### src/rtl/counter_rr_scheduler.sv
// Round-robin scheduler that lends one shared up-counter to NUM_REQ requesters.
// It counts each grantee's programmed interval and pulses that requester's done.
module counter_rr_scheduler #(
  parameter int NUM_REQ     = 4,
  parameter int COUNT_WIDTH = 8,
  localparam int IDX_W      = (NUM_REQ > 1) ? $clog2(NUM_REQ) : 1
) (
  input  logic                           clk,
  input  logic                           rst,
  input  logic [NUM_REQ-1:0]             req,
  input  logic [NUM_REQ*COUNT_WIDTH-1:0] req_len,
  output logic [NUM_REQ-1:0]             grant,
  output logic [NUM_REQ-1:0]             done,
  output logic                           busy,
  output logic [COUNT_WIDTH-1:0]         count,
  output logic [IDX_W-1:0]               owner
);

  typedef enum logic [1:0] {IDLE, RUN, DONE} state_t;

  state_t                 state;
  state_t                 next_state;
  logic [IDX_W-1:0]       ptr;
  logic [COUNT_WIDTH-1:0] len_q;

  logic                   pick_vld;
  logic [IDX_W-1:0]       pick;
  logic [IDX_W-1:0]       pick_next;
  logic [NUM_REQ-1:0]     pick_oh;
  logic [COUNT_WIDTH-1:0] pick_len;

  // Arbiter: first set request scanning upward from ptr, wrapping modulo NUM_REQ.
  always_comb begin
    int j;
    int pick_i;
    int n;
    // NOTE: every variable gets a default before any branch, so no latch is inferred.
    pick_vld = 1'b0;
    pick     = '0;
    pick_oh  = '0;
    pick_i   = 0;
    j        = 0;
    for (int i = 0; i < NUM_REQ; i++) begin
      j = int'(ptr) + i;
      if (j >= NUM_REQ) j = j - NUM_REQ;
      if (!pick_vld && req[j]) begin
        pick_vld   = 1'b1;
        pick_i     = j;
        pick       = IDX_W'(j);
        pick_oh[j] = 1'b1;
      end
    end
    pick_len = req_len[pick_i*COUNT_WIDTH +: COUNT_WIDTH];
    n = pick_i + 1;
    if (n >= NUM_REQ) n = 0;
    pick_next = IDX_W'(n);
  end

  // State register.
  always_ff @(posedge clk or posedge rst) begin
    // NOTE: sequential state uses non-blocking assignments so every flop samples pre-edge values.
    if (rst) state <= IDLE;
    else     state <= next_state;
  end

  // Next-state logic. DONE lasts two cycles: the first holds the terminal count,
  // the second carries the done pulse, so done lands L+1 edges after grant.
  always_comb begin
    next_state = state;
    case (state)
      IDLE: if (pick_vld) next_state = (pick_len == '0) ? DONE : RUN;
      RUN: begin
        if (!req[owner])                              next_state = IDLE;
        else if (count == len_q - COUNT_WIDTH'(1))    next_state = DONE;
      end
      DONE: if (|done) next_state = IDLE;
      default: next_state = IDLE;
    endcase
  end

  // Registered outputs and datapath.
  always_ff @(posedge clk or posedge rst) begin
    if (rst) begin
      grant <= '0;
      done  <= '0;
      count <= '0;
      owner <= '0;
      ptr   <= '0;
      len_q <= '0;
    end else begin
      case (state)
        IDLE: begin
          if (pick_vld) begin
            grant <= pick_oh;
            owner <= pick;
            len_q <= pick_len;
            count <= '0;
            ptr   <= pick_next;
          end
        end
        RUN: begin
          if (next_state == IDLE) begin
            grant <= '0;
            count <= '0;
          end else if (next_state == RUN) begin
            count <= count + COUNT_WIDTH'(1);
          end
        end
        DONE: begin
          if (|done) begin
            grant <= '0;
            done  <= '0;
            count <= '0;
          end else begin
            done <= grant;
          end
        end
        default: begin
          grant <= '0;
          done  <= '0;
          count <= '0;
        end
      endcase
    end
  end

  // Output logic: busy follows the registered state.
  always_comb begin
    busy = (state != IDLE);
  end

endmodule

### config.mk
export PLATFORM = sky130hd
export DESIGN_NAME = counter_rr_scheduler
export DESIGN_NICKNAME = d
export VERILOG_FILES = /design/src/rtl/counter_rr_scheduler.sv
export SDC_FILE = /design/constraint.sdc
export NUM_CORES = 1
export LEC_CHECK = 0
export CAP_MARGIN = 20
export CORE_UTILIZATION = 55
export DETAILED_ROUTE_END_ITERATION = 10
export PLACE_DENSITY_LB_ADDON = 0.25
export RECOVER_POWER = 100
export SLEW_MARGIN = 20
export SYNTH_ARGS = -nofsm -noshare
export SYNTH_HDL_FRONTEND = slang
export SYNTH_SLANG_ARGS = --single-unit
### constraint.sdc
create_clock -name clk -period 11 [get_ports clk]
set_input_delay 2.2 -clock clk [delete_from_list [all_inputs] [get_ports clk]]
set_output_delay 2.2 -clock clk [all_outputs]
set_load 0.005 [all_outputs]
==> reports/results.ini, run 1 <==
[status]
status = finished clean

[placement]
gp_congestion = 0.8646
io_buffers = 56
dp_hpwl_um = 4484

[detailed_routing]
wl_met2_um = 2894
drc = 0
wl_met3_um = 413
dr.pass1.iters = 4
vias_per_cell = 5.990
via_count = 2306
drt_iter0_markers = 193
avgRoutedWirePerCell_um = 15.31
met1_length_um = 2489
drt.antenna.violating_nets = 0
highest_layer = met4
wl_um = 5895

[critical_path]
cp-start-kind = primary input
required_ns = 11.23
worst-path-max-fanout = 10
critPathKind = primary input to register
crit_slowest_cell = dlygate4sd3_1
r2r_slack_ns = 6.08
r2r_cells = 14
reg2reg_from = ptr[0]
cp_common_cell = a21oi_1
r2r_end = ptr[0]
end_kind = register
arrival_ns = 6.04
crit_chain = dlygate4sd3_1 -> mux4_2 -> a2111o_1 -> a21oi_1 -> a31oi_1 -> inv_1 -> nand2_1 -> ha_1 -> nor4bb_1 -> nand3_1 -> a211o_1 -> a21oi_1 -> a22o_1
crit_path_end = ptr[0]
startpoint = req[3]
cp_slowest_stage_delay_ns = 0.67

[synth]
ys.flop_type = dfrtp_1
ys_seq_area_share_pct = 29.94
synthArstFlopShare_pct = 100.0
ys_warn_count = 0
synth_nets = 337
post_synth_num_cell_types = 51
syn-cell-area_um2 = 2507
yosysTopAreaCell = dfrtp_1
netlist.area_leader.share_pct = 29.94
yosys-top-cells-area = dfrtp_1, ha_1, mux2i_1
synth_edf_count = 0
synth_seq_cells = 30
synthCells = 283
syn_avg_cell_area_um2 = 8.860

[floorplan]
die_height_um = 69.52
ios = 57
fp.dieW_um = 69.52
rows = 24
start_util_pct = 57.59
die-area_um2 = 4833
core_um2 = 4354

[clock_tree]
ctsHoldBuffers = 0
clkTransAtPathRegs_ns = 0.07
ctsResizeCount = 0
ctsHtreeMaxLevel = 2
clk_latency_ns = 0.29
numCtsBuffers = 5
root_buffer = clkbuf_8
cts_buffer_depth = 2
cts_tree = yes
clock_sinks = 30
cts_setup_buffers = 0

[sta]
hold_viol = 0
finalCriticalPeriod_ns = 5.811
setup_violations = 0
min_period_over_period_pct = 52.82
fin_tns_setup_ns = 0
maxSlewHeadroom_pct = 24.16
drv_slew = 0
rsz0062_at_grt = no
fmax_mhz = 172.1
tightest_slew_ns = 1.136
clock_skew_ns = 0.005117

[global_routing]
grt_pass1_wl_um = 9970
grt_antenna_before_repair = 0
grt-ovfl-total = 0
gr-usage-all-layers_pct = 26.00
grt_pass1_vias = 2176
grt_max_degree = 31

[final_layout]
nFillCells = 329
area_growth_pct = 25.85
seq_area_um2 = 750.7
utilization_pct = 72.47
layout.nets = 386
antenna_cells = 0
drive_gt1_share_pct = 6.907
multi_input_area_um2 = 1609

[min_path]
min_path_type = register to register

[flow_run]
maxCapViolations = 0

[power_and_ir_drop]
peakVddDrop_mv = 0.1392
p_leak_nw = 1.384
p_per_area_nw_per_um2 = 247.0

-- layer usage --
| metal | vias up | global-route usage [%] |
|---|---|---|
| met3 | 12 | 5.523 |
| li1 | 1119 | - |
| met5 | - | 0 |
| met4 | 0 | 9.977 |
| met1 | 1068 | 32.21 |
| met2 | 107 | 44.23 |
-- critical path, delay by kind of cell --
family	cells	cell delay [ns]
mux	1	0.63
fa+ha+maj	1	0.26
simple gates	3	0.42
compound gates	6	1.72
buf+inv	2	0.80
-- final cells by class --
cell class	count	area share, %
Tap cell	52	2.062
Multi-Input combinational cell	219	50.99
Clock inverter	1	0.1586
Inverter	19	2.260
Timing Repair Buffer	57	18.00
Clock buffer	7	2.736
Sequential cell	30	23.79
-- cell usage in the layout, fill, tap and decap left out, types with 4 or more instances in the layout --
| master | synthesis | layout |
|---|---|---|
| mux2i_1 | 16 | 16 |
| dfrtp_1 | 30 | 30 |
| dlygate4sd3_1 | 0 | 21 |
| o211ai_1 | 5 | 5 |
| mux4_2 | 5 | 5 |
| a22o_1 | 4 | 4 |
| nand2b_1 | 4 | 4 |
| a21oi_1 | 7 | 7 |
| nor2b_1 | 4 | 4 |
| nor4_1 | 4 | 4 |
| clkbuf_8 | 0 | 6 |
| mux2_2 | 5 | 5 |
| nand3_1 | 4 | 4 |
| a22oi_1 | 5 | 5 |
| xnor2_1 | 9 | 9 |
| a211o_1 | 4 | 4 |
| xor2_1 | 6 | 6 |
| nor3_1 | 4 | 4 |
| nor2_1 | 23 | 23 |
| a221oi_1 | 5 | 5 |
| clkdlybuf4s50_1 | 0 | 35 |
| o21ai_0 | 20 | 20 |
| nand2_1 | 36 | 36 |
| ha_1 | 16 | 16 |
| inv_1 | 19 | 19 |
-- where the power goes --
group          internal, mW  leakage, nW  switching [mW]
Sequential            0.146        0.393          0.0478
Clock                0.0504       0.0482          0.0430
Combinational         0.222        0.943           0.270
Total                 0.418         1.38           0.361
-- metrics by stage --
stage | hold WS [ns] | instances | total power, mW | setup slack (ns) | cell area (um^2)
2_1_floorplan | 0.4937 | 283 | 0.5780 | 5.740 | 2507
3_3_place_gp | 0.4898 | 377 | 0.6718 | 5.092 | 3064
5_1_grt | 0.5576 | 385 | 0.8464 | 4.967 | 3156
3_5_place_dp | 0.5022 | 377 | 0.6886 | 4.961 | 3064
6_report | 0.5155 | 385 | 0.7796 | 5.189 | 3156
4_1_cts | 0.5214 | 385 | 0.7850 | 5.259 | 3156
-- state kept, by name, indices dropped and copies added, names as in the netlist --
name / flops
done: 4
grant: 4
state: 2
count: 8
ptr: 2
owner: 2
len_q: 8
-- how the worst min path moves through the flow --
stage | from | to | cells past startpoint
floorplan | len_q[1] | len_q[1] | 2
global placement | grant[0] | grant[0] | 2
detailed placement | grant[0] | grant[0] | 2
CTS | grant[3] | grant[3] | 2
global route | len_q[7] | len_q[7] | 1
finish | grant[0] | grant[0] | 2
-- synthesized netlist by cell type (2+ instances only) --
library cell,instances
a221oi_1,5
xor2_1,6
o211ai_1,5
inv_1,19
buf_6,2
and2_1,2
mux2_2,5
nor4_1,4
nand3_1,4
clkbuf_1,9
nand2b_1,4
a31oi_1,2
a22o_1,4
nand3b_1,2
nand4_1,3
nor2_1,23
xnor2_1,9
mux2i_1,16
a22oi_1,5
nor2b_1,4
ha_1,16
dfrtp_1,30
o21ai_0,20
nand2_1,36
a21oi_1,7
buf_2,4
nor3_1,4
nor3b_1,3
mux4_2,5
a211o_1,4
-- logic make-up after synthesis --
family / synth area share [%]
adders and majority gates: 7.984
and+or+nand+nor: 19.06
AOI/OAI and AO/OA: 18.76
buffers and inverters: 5.888
xor gates and xnor gates: 5.240
DFF: 29.94
muxes: 13.12
Power figures use the tool's default switching activity.
==> run 2, diff against run 1 <==
- CORE_UTILIZATION: 55 -> 51
- clock period: 11 -> 5.9 ns (I/O delays scaled with it)
==> reports/results.ini, run 2 (synthesis results as in run 1) <==
[clock_tree]
ctsHtreeMaxLevel = 2  ; unchanged
ctsResizeCount = 0  ; unchanged
cts_buffer_depth = 2  ; unchanged
clock_sinks = 30  ; unchanged
ctsHoldBuffers = 0  ; unchanged
root_buffer = clkbuf_8
clkTransAtPathRegs_ns = 0.06  ; about the same
cts_tree = yes
cts_setup_buffers = 0  ; unchanged
clk_latency_ns = 0.28  ; about the same
numCtsBuffers = 5  ; unchanged

[detailed_routing]
wl_um = 5411  ; -8.2%
avgRoutedWirePerCell_um = 13.43  ; -12%
drt_iter0_markers = 92  ; -52%
drc = 0  ; unchanged
dr.pass1.iters = 4  ; unchanged
drt.antenna.violating_nets = 0  ; unchanged
vias_per_cell = 5.541  ; -7.5%
via_count = 2233  ; -3.2%

[floorplan]
die-area_um2 = 5201  ; +7.6%
rows = 25  ; +4.2%
start_util_pct = 53.09  ; -4.5 points
fp.dieW_um = 72.12  ; +3.7%
ios = 57  ; unchanged
core_um2 = 4723  ; +8.5%
die_height_um = 72.12  ; +3.7%

[critical_path]
reg2reg_from = ptr[0]
r2r_slack_ns = 0.82  ; -5.26 ns
r2r_cells = 14  ; unchanged
critical_path_cell_count = 14  ; +1
end_kind = register
worst-path-max-fanout = 17  ; +7
crit_path_end = ptr[1]
crit_family = simple AND/OR/NAND/NOR gates
cp_slowest_stage_delay_ns = 0.72  ; +0.05 ns
arrival_ns = 5.30  ; -0.74 ns
critPathKind = register to register
crit_slowest_cell = dfrtp_1
r2r_end = ptr[1]
cp.buffers_inverters = 1  ; -1
cp-start-kind = register
required_ns = 6.12  ; -5.11 ns
cp_common_cell = ha_1
startpoint = ptr[0]
crit_chain = inv_1 -> ha_1 -> mux4_2 -> nor3_1 -> nand2_2 -> a32oi_4 -> ha_1 -> nand2_1 -> ha_1 -> nor4bb_1 -> nand3_1 -> a211o_1 -> a21oi_1 -> a22o_1

[final_layout]
top_regs = count: 8 flops, len_q: 8 flops
area_growth_pct = 26.75
mostFrequentLayoutCells = nand2_1, clkdlybuf4s50_1, dfrtp_1
drive_gt1_share_pct = 6.845  ; -0.062 points
utilization_pct = 67.28  ; -5.2 points
fin_area_um2 = 3178  ; +0.71%
antenna_cells = 0  ; unchanged
layout.nets = 389  ; +0.78%

[sta]
fin_tns_setup_ns = 0  ; unchanged
fmax_mhz = 197.0
hold_viol = 0  ; unchanged
maxSlewHeadroom_pct = -6.710  ; -31 points
setup_violations = 0  ; unchanged
tightest_slew_ns = 1.601  ; +0.4644 ns
layout_setup_ws_ns = 0.8237  ; -4.366 ns
clock_skew_ns = 0.003665  ; -0.001452 ns
hold_ws_ns = 0.5062  ; -0.009297 ns
rsz0062_at_grt = no
min_period_over_period_pct = 86.04
drv_slew = 31  ; +31
finalCriticalPeriod_ns = 5.076

[min_path]
min_path_type = register to register

[global_routing]
grt_pass1_wl_um = 9032  ; -9.4%
gr-usage-all-layers_pct = 22.14  ; -3.9 points
grt_pass1_vias = 2048  ; -5.9%
grt_max_degree = 31  ; unchanged
grt_antenna_before_repair = 0  ; unchanged
grt-ovfl-total = 0  ; unchanged

[flow_run]
maxCapViolations = 1  ; +1

[status]
violations = capacitance limit, slew limit
status = finished with violations

[power_and_ir_drop]
peakVddDrop_mv = 0.2736  ; +96%
p_per_area_nw_per_um2 = 449.8  ; +82%
p_leak_nw = 1.388  ; +0.27%

[placement]
place_ws_ns = 0.8527  ; -4.108 ns
io_buffers = 56  ; unchanged
gp_congestion = 0.8756  ; +1.3%
dpl_cell_area_um2 = 3105  ; +1.3%
dp_hpwl_um = 4271  ; -4.7%

==> run 2: changes by cell type in the layout (fill, tap and decap cells not counted), sizes merged <==
| cell | change |
|---|---|
| clkbuf | +2 |
| buf | +1 |
| clkdlybuf4s50 | +1 |
| dlygate4sd3 | -1 |
==> run 2: cell type report <==
cell class	count	area [um^2]
multi-input combinational	219	1598
fill	392	1545
sequential	30	750.7
timing repair buffer	60	583.1
clock buffer	7	86.33
tap	67	83.83
inverter	19	71.32
clock inverter	1	5.005
==> run 2: worst min path at each step <==
stage	cells past startpoint	to	startpoint	slack [ns]
6_report	2	done[0]	grant[0]	0.51
4_1_cts	2	grant[0]	grant[0]	0.52
3_5_place_dp	2	grant[0]	grant[0]	0.50
2_1_floorplan	2	len_q[1]	len_q[1]	0.49
5_1_grt	2	done[3]	grant[3]	0.54
3_3_place_gp	2	grant[0]	grant[0]	0.49
==> run 2: tightest hold or removal path, cell delays in order (launching register included) <==
cell	delay (ns)
dfrtp_1	0.36
nand2_1	0.05
o21ai_0	0.06
==> run 2: metal layers <==
metal / routed length (um) / vias to the layer above / GRT usage, %
met4: 91 / 0 / 7.843
met5: 0 / - / 0
met1: 2491 / 1024 / 28.90
met3: 290 / 8 / 4.861
li1: - / 1123 / -
met2: 2536 / 78 / 36.24
==> run 2: through the flow <==
step / total power, mW / std cells
after floorplan: 1.078 / 283
after global placement: 1.268 / 395
after detailed placement: 1.291 / 395
after CTS: 1.465 / 403
after global routing: 1.565 / 403
final: 1.430 / 403
==> run 2: where the power goes <==
| part | switching, mW | total (mW) | internal (mW) |
|---|---|---|---|
| Clock | 0.0786 | 0.173 | 0.0940 |
| Combinational | 0.485 | 0.900 | 0.415 |
| Sequential | 0.0857 | 0.357 | 0.272 |
